==> src/rtl/mem_responder.sv <==
// Word-addressed data memory answering single/burst loads and stores; one ack per beat, WAIT_CYCLES+1 cycles per beat.
// No backpressure: requests are sampled only while idle, and any request seen while busy is dropped.
module mem_responder #(
    parameter int DATA_W      = 16,
    parameter int ADDR_W      = 8,
    parameter int WAIT_CYCLES = 1,
    parameter int BURST_LEN   = 8
) (
    input  logic              clk,
    input  logic              rst_n,
    input  logic              req_valid,
    input  logic              req_write,
    input  logic              req_burst,
    input  logic [ADDR_W-1:0] req_addr,
    input  logic [DATA_W-1:0] wdata,
    output logic              busy,
    output logic              ack,
    output logic [DATA_W-1:0] rdata,
    output logic              done,
    output logic [2:0]        beat
);

    typedef enum logic [1:0] {S_IDLE, S_WAIT, S_XFER} state_t;

    localparam int                WCNT_W    = (WAIT_CYCLES > 1) ? $clog2(WAIT_CYCLES) : 1;
    localparam logic [WCNT_W-1:0] WAIT_LAST = WCNT_W'((WAIT_CYCLES > 0) ? WAIT_CYCLES - 1 : 0);
    localparam logic [2:0]        BEAT_LAST = 3'(BURST_LEN - 1);
    localparam state_t            BEAT_ENTRY = (WAIT_CYCLES == 0) ? S_XFER : S_WAIT;

    logic [DATA_W-1:0] mem [2**ADDR_W];

    state_t            state_q, state_d;
    logic              wr_q, wr_d;
    logic              burst_q, burst_d;
    logic [ADDR_W-1:0] addr_q, addr_d;
    logic [2:0]        beat_cnt_q, beat_cnt_d;
    logic [WCNT_W-1:0] wait_cnt_q, wait_cnt_d;
    logic              busy_q, busy_d;
    logic              ack_q, ack_d;
    logic              done_q, done_d;
    logic [2:0]        beat_q, beat_d;
    logic [DATA_W-1:0] rdata_q, rdata_d;
    logic              last_beat;

    assign last_beat = !burst_q || (beat_cnt_q == BEAT_LAST);

    always_ff @(posedge clk or negedge rst_n) begin
        if (!rst_n) begin
            state_q <= S_IDLE;
        end else begin
            state_q <= state_d;
        end
    end

    always_comb begin
        state_d = state_q;
        case (state_q)
            S_IDLE:  if (req_valid) state_d = BEAT_ENTRY;
            S_WAIT:  if (wait_cnt_q == WAIT_LAST) state_d = S_XFER;
            S_XFER:  state_d = last_beat ? S_IDLE : BEAT_ENTRY;
            default: state_d = S_IDLE;
        endcase
    end

    always_comb begin
        wr_d       = wr_q;
        burst_d    = burst_q;
        addr_d     = addr_q;
        beat_cnt_d = beat_cnt_q;
        wait_cnt_d = wait_cnt_q;
        ack_d      = 1'b0;
        done_d     = 1'b0;
        beat_d     = beat_q;
        rdata_d    = rdata_q;
        busy_d     = (state_d != S_IDLE);
        case (state_q)
            S_IDLE: begin
                if (req_valid) begin
                    wr_d       = req_write;
                    burst_d    = req_burst;
                    addr_d     = req_addr;
                    beat_cnt_d = 3'd0;
                    wait_cnt_d = '0;
                end
            end
            S_WAIT: begin
                wait_cnt_d = (wait_cnt_q == WAIT_LAST) ? '0 : wait_cnt_q + WCNT_W'(1);
            end
            S_XFER: begin
                ack_d  = 1'b1;
                done_d = last_beat;
                beat_d = beat_cnt_q;
                if (!wr_q) rdata_d = mem[addr_q];
                if (!last_beat) begin
                    // Address wraps silently at the top of the array.
                    addr_d     = addr_q + ADDR_W'(1);
                    beat_cnt_d = beat_cnt_q + 3'd1;
                end
            end
            default: ;
        endcase
    end

    always_ff @(posedge clk or negedge rst_n) begin
        if (!rst_n) begin
            wr_q       <= 1'b0;
            burst_q    <= 1'b0;
            addr_q     <= '0;
            beat_cnt_q <= 3'd0;
            wait_cnt_q <= '0;
            busy_q     <= 1'b0;
            ack_q      <= 1'b0;
            done_q     <= 1'b0;
            beat_q     <= 3'd0;
            rdata_q    <= '0;
        end else begin
            wr_q       <= wr_d;
            burst_q    <= burst_d;
            addr_q     <= addr_d;
            beat_cnt_q <= beat_cnt_d;
            wait_cnt_q <= wait_cnt_d;
            busy_q     <= busy_d;
            ack_q      <= ack_d;
            done_q     <= done_d;
            beat_q     <= beat_d;
            rdata_q    <= rdata_d;
        end
    end

    // Array is never reset; an aborted burst stops writing because reset forces state_q to IDLE.
    always_ff @(posedge clk) begin
        if (state_q == S_XFER && wr_q) mem[addr_q] <= wdata;
    end

    assign busy  = busy_q;
    assign ack   = ack_q;
    assign done  = done_q;
    assign beat  = beat_q;
    assign rdata = rdata_q;

endmodule

==> config.mk <==
export PLATFORM = sky130hd
export DESIGN_NAME = mem_responder
export DESIGN_NICKNAME = d
export VERILOG_FILES = /design/src/rtl/mem_responder.sv
export SDC_FILE = /design/constraint.sdc
export NUM_CORES = 2
export LEC_CHECK = 0
export ABC_AREA = 0
export CAP_MARGIN = 10
export CORE_MARGIN = 3
export CORE_UTILIZATION = 30
export DETAILED_ROUTE_END_ITERATION = 12
export MAX_ROUTING_LAYER = met4
export PLACE_DENSITY = 0.5
export SYNTH_ARGS = -nofsm -noshare
export SYNTH_HDL_FRONTEND = slang
export SYNTH_SLANG_ARGS = --single-unit
==> constraint.sdc <==
create_clock -name clk -period 4.25 [get_ports clk]
set_input_delay 0.6375 -clock clk [delete_from_list [all_inputs] [get_ports clk]]
set_output_delay 0.6375 -clock clk [all_outputs]
set_load 0.01 [all_outputs]
==> impl_metrics.sql <==
INSERT INTO impl_metrics (metric_group, metric, value, unit) VALUES
('timing', 'slew_violations', '77', ''),
('worst_setup_path', 'r2r_start', 'addr_q[1]', ''),
('cells_and_area', 'footprint_of_the_multi_input_gates', '33600', 'um2'),
('timing', 'setup_violations', '0', ''),
('worst_hold_path', 'hold_path_startpoint', 'wdata[5]', ''),
('placement', 'gp_routability_congestion', '0.845', ''),
('power_and_ir_drop', 'seqPwrFrac', '0.387', ''),
('timing', 'min_period_over_period', '0.970', ''),
('timing', 'setup_repair_after_global_routing_missed_its_margin', 'no', ''),
('synthesis', 'ys_seq_elements', '4133', ''),
('global_routing', 'grt_pass1_vias', '81000', ''),
('worst_setup_path', 'timing.setup.critical_path_class', 'flop to flop', ''),
('power_and_ir_drop', 'cellLeakagePower', '58.8', 'nW'),
('synthesis', 'ys_top_cells_by_area', 'sky130_fd_sc_hd__edfxtp_1 77%, sky130_fd_sc_hd__mux4_2 13%, sky130_fd_sc_hd__mux2i_1 2.1%', ''),
('synthesis', 'synth_enable_flop_cells', '4096', ''),
('synthesis', 'syn-num-nets', '7391', ''),
('synthesis', 'yosysWarnings', '0', ''),
('timing', 'worst_slew_margin_rel', '-0.133', ''),
('cells_and_area', 'drive_gt1_frac', '0.292', ''),
('power_and_ir_drop', 'switching_power', '37.9', 'mW'),
('drt', 'firstDrtPassIters', '7', ''),
('cells_and_area', 'layout-area-overhead-vs-synth', '17.5', '%'),
('power_and_ir_drop', 'power.density', '630', 'nW/um2'),
('drt', 'routedWlPerCell', '31.3', 'um'),
('flow_run', 'max_cap_viol_count', '0', ''),
('cells_and_area', 'fin_nets', '8134', ''),
('power_and_ir_drop', 'power.share.switching', '0.321', ''),
('outcome', 'status', 'complete, but fails checks', ''),
('synthesis', 'synth_area_per_cell', '21.7', 'um2'),
('global_routing', 'largest_net_degree_at_the_start_of_global_routing', '161', ''),
('synthesis', 'synth.top_cell.area_share', '0.771', ''),
('timing', 'fin_crit', '4.12', 'ns'),
('power_and_ir_drop', 'power_frac_clock', '0.319', ''),
('global_routing', 'grt_antenna_before_repair', '37', ''),
('die', 'die_area', '541000', 'um2'),
('drt', 'via_count', '80700', ''),
('timing', 'worst_slew_pin_slew', '1.70', 'ns'),
('synthesis', 'async_reset_ff_frac', '0.00895', ''),
('synthesis', 'synth-seq-area-share', '0.777', ''),
('power_and_ir_drop', 'power.share.combinational', '0.294', ''),
('cells_and_area', 'fin_cells', '15500', ''),
('synthesis', 'netlist_area_before_placement', '160000', 'um2'),
('cells_and_area', 'layout.filler_cells', '48700', ''),
('outcome', 'failing_checks', 'slew limit', ''),
('cells_and_area', 'postLayoutCellArea', '187000', 'um2'),
('timing', 'timing.final.hold_violations', '0', ''),
('global_routing', 'wire_length_of_the_first_global_routing_pass', '669000', 'um'),
('global_routing', 'overflow', '0', ''),
('power_and_ir_drop', 'vdd_drop_max', '0.424', 'mV'),
('die', 'core-area', '529000', 'um2'),
('worst_setup_path', 'timing.critical_path.from', 'addr_q[1]', ''),
('clock_network', 'tritoncts', 'yes', ''),
('clock_network', 'worst_setup_hold_path_clk_slew', '0.06', 'ns'),
('synthesis', 'yosys.cell_types.count', '69', ''),
('timing', 'worst_clk_skew', '0.0683', 'ns'),
('worst_hold_path', 'hold_class', 'primary input to flop', ''),
('synthesis', 'synthCells', '7356', ''),
('worst_setup_path', 'data_arrival_time_of_the_critical_path', '4.94', 'ns'),
('die', 'initial_cell_density_of_the_core', '0.302', ''),
('worst_setup_path', 'path_max_fanout', '26', ''),
('power_and_ir_drop', 'power.internal', '80.1', 'mW'),
('worst_setup_path', 'critical_path.startpoint_type', 'flop', ''),
('placement', 'portbufs', '50', ''),
('placement', 'dp.final_hpwl', '299000', 'um'),
('clock_network', 'cts-htree-levels', '5', ''),
('die', 'die-width', '735', 'um'),
('clock_network', 'worst_skew_pair.late_latency', '1.00', 'ns'),
('worst_setup_path', 'timing.critical_path.required', '5.07', 'ns'),
('placement', 'dpl-instance-area', '173000', 'um2'),
('clock_network', 'clock_sinks', '4133', ''),
('die', 'fp-row-count', '267', '');
cell usage after synthesis, drive strengths merged, types with 7 or more instances:
| cell type | n |
|---|---|
| edfxtp | 4096 |
| mux4 | 956 |
| nand2 | 341 |
| mux2i | 334 |
| nor2 | 331 |
| buf | 304 |
| clkbuf | 129 |
| a22oi | 101 |
| a32oi | 92 |
| nand3 | 86 |
| a21oi | 80 |
| o21ai | 75 |
| o22ai | 66 |
| dfrtp | 37 |
| o211ai | 36 |
| mux2 | 32 |
| a211oi | 26 |
| and3 | 19 |
| a31oi | 17 |
| nor2b | 17 |
| nor4 | 16 |
| nand2b | 15 |
| nor3 | 15 |
| o31ai | 13 |
| a22o | 11 |
| a221oi | 10 |
| o221ai | 9 |
| and2 | 8 |
| a2111oi | 7 |
power groups by stage:
stage | sequential, mW | clock (mW) | combinational, mW
global placement | 46.5 | 0 | 34.9
floorplan | 46.0 | 0 | 19.9
finish | 45.7 | 37.6 | 34.7
CTS | 45.7 | 38.4 | 35.0
detailed placement | 46.6 | 0 | 34.9
global route | 45.7 | 40.0 | 36.2
layout make-up:
cell class / count / share of cell area
Antenna cell: 14 / 0.000187
Timing Repair Buffer: 737 / 0.0372
Clock buffer: 555 / 0.0614
Inverter: 8 / 0.000267
Multi-Input combinational cell: 2782 / 0.179
Tap cell: 6994 / 0.0467
Clock inverter: 253 / 0.0138
Sequential cell: 4133 / 0.661
state kept, by name, indices dropped and copies added (netlist names), 2 cells and up:
| name | count |
|---|---|
| addr_q | 8 |
| rdata | 16 |
| state_q | 2 |
| beat | 3 |
| beat_cnt_q | 3 |
| mem | 4096 |
path summary, 6_finish.rpt:
| check | end | slack, ns | cells after the start |
|---|---|---|---|
| hold / removal | mem[149][5] | 0.16 | 1 |
| hold reg to reg | state_q[1] | 0.50 | 1 |
| max in group asynchronous | addr_q[1] | 3.10 | 3 |
| min in group asynchronous | rdata[2] | 0.38 | 3 |
| setup reg to reg | rdata[7] | 0.13 | 8 |
| setup / recovery | rdata[7] | 0.13 | 8 |
what timing repair did:
action,in CTS,in global routing
hold buffers,2,0
cloned,0,0
resized for setup,1,2
endpoints found under the hold margin,39,0
buffers inserted,0,0
pin swaps,0,0
setup endpoints to repair,1,2
critical path: stages, from the launching register on:
cell                       delay [ns]
sky130_fd_sc_hd__dfrtp_4         0.84
sky130_fd_sc_hd__buf_12          0.26
sky130_fd_sc_hd__buf_4           0.40
sky130_fd_sc_hd__mux4_2          0.39
sky130_fd_sc_hd__mux4_2          0.53
sky130_fd_sc_hd__a211oi_2        0.67
sky130_fd_sc_hd__buf_4           0.26
sky130_fd_sc_hd__and4_1          0.41
sky130_fd_sc_hd__o32ai_1         0.15
through the flow:
step	util	total power [mW]	hold slack (ns)	setup WS (ns)	TNS, ns
3_5_place_dp	0.327	81.5	0.486	0.00750	0
5_1_grt	0.354	122	0.114	0.0508	0
3_3_place_gp	0.327	81.4	0.468	-0.440	-1.11
2_1_floorplan	-	65.9	0.342	0.846	0
4_1_cts	0.354	119	0.0924	0.0369	0
6_report	0.354	118	0.164	0.128	0
cell usage in the layout, fill, tap and decap left out, drive strengths merged, types with 33 or more instances in the layout:
| cell type | count |
|---|---|
| nor2 | 331 |
| nand3 | 86 |
| nand2 | 341 |
| mux4 | 956 |
| clkbuf | 555 |
| bufinv | 39 |
| clkdlybuf4s50 | 33 |
| mux2i | 334 |
| o22ai | 66 |
| a32oi | 92 |
| o21ai | 75 |
| buf | 702 |
| a22oi | 101 |
| clkinv | 192 |
| edfxtp | 4096 |
| a21oi | 80 |
| o211ai | 36 |
| dfrtp | 37 |
metal layers:
metal,wire [um],track usage,part of all wire
met3,39100,0.0318,0.081
met4,12700,0.0440,0.026
met1,206000,0.250,0.43
met2,226000,0.277,0.47
met5,0,-,0
logic make-up after synthesis:
logic type / after synthesis / share of synthesized area
AND/OR/NAND/NOR: 873 / 0.0231
buffers and inverters: 441 / 0.0160
adder cells (fa/ha/maj): 6 / 0.000470
AO/OA/AOI/OAI: 581 / 0.0257
multiplexers: 1322 / 0.158
flip-flops: 4133 / 0.777
No activity file was read; power rests on OpenSTA's default activity.
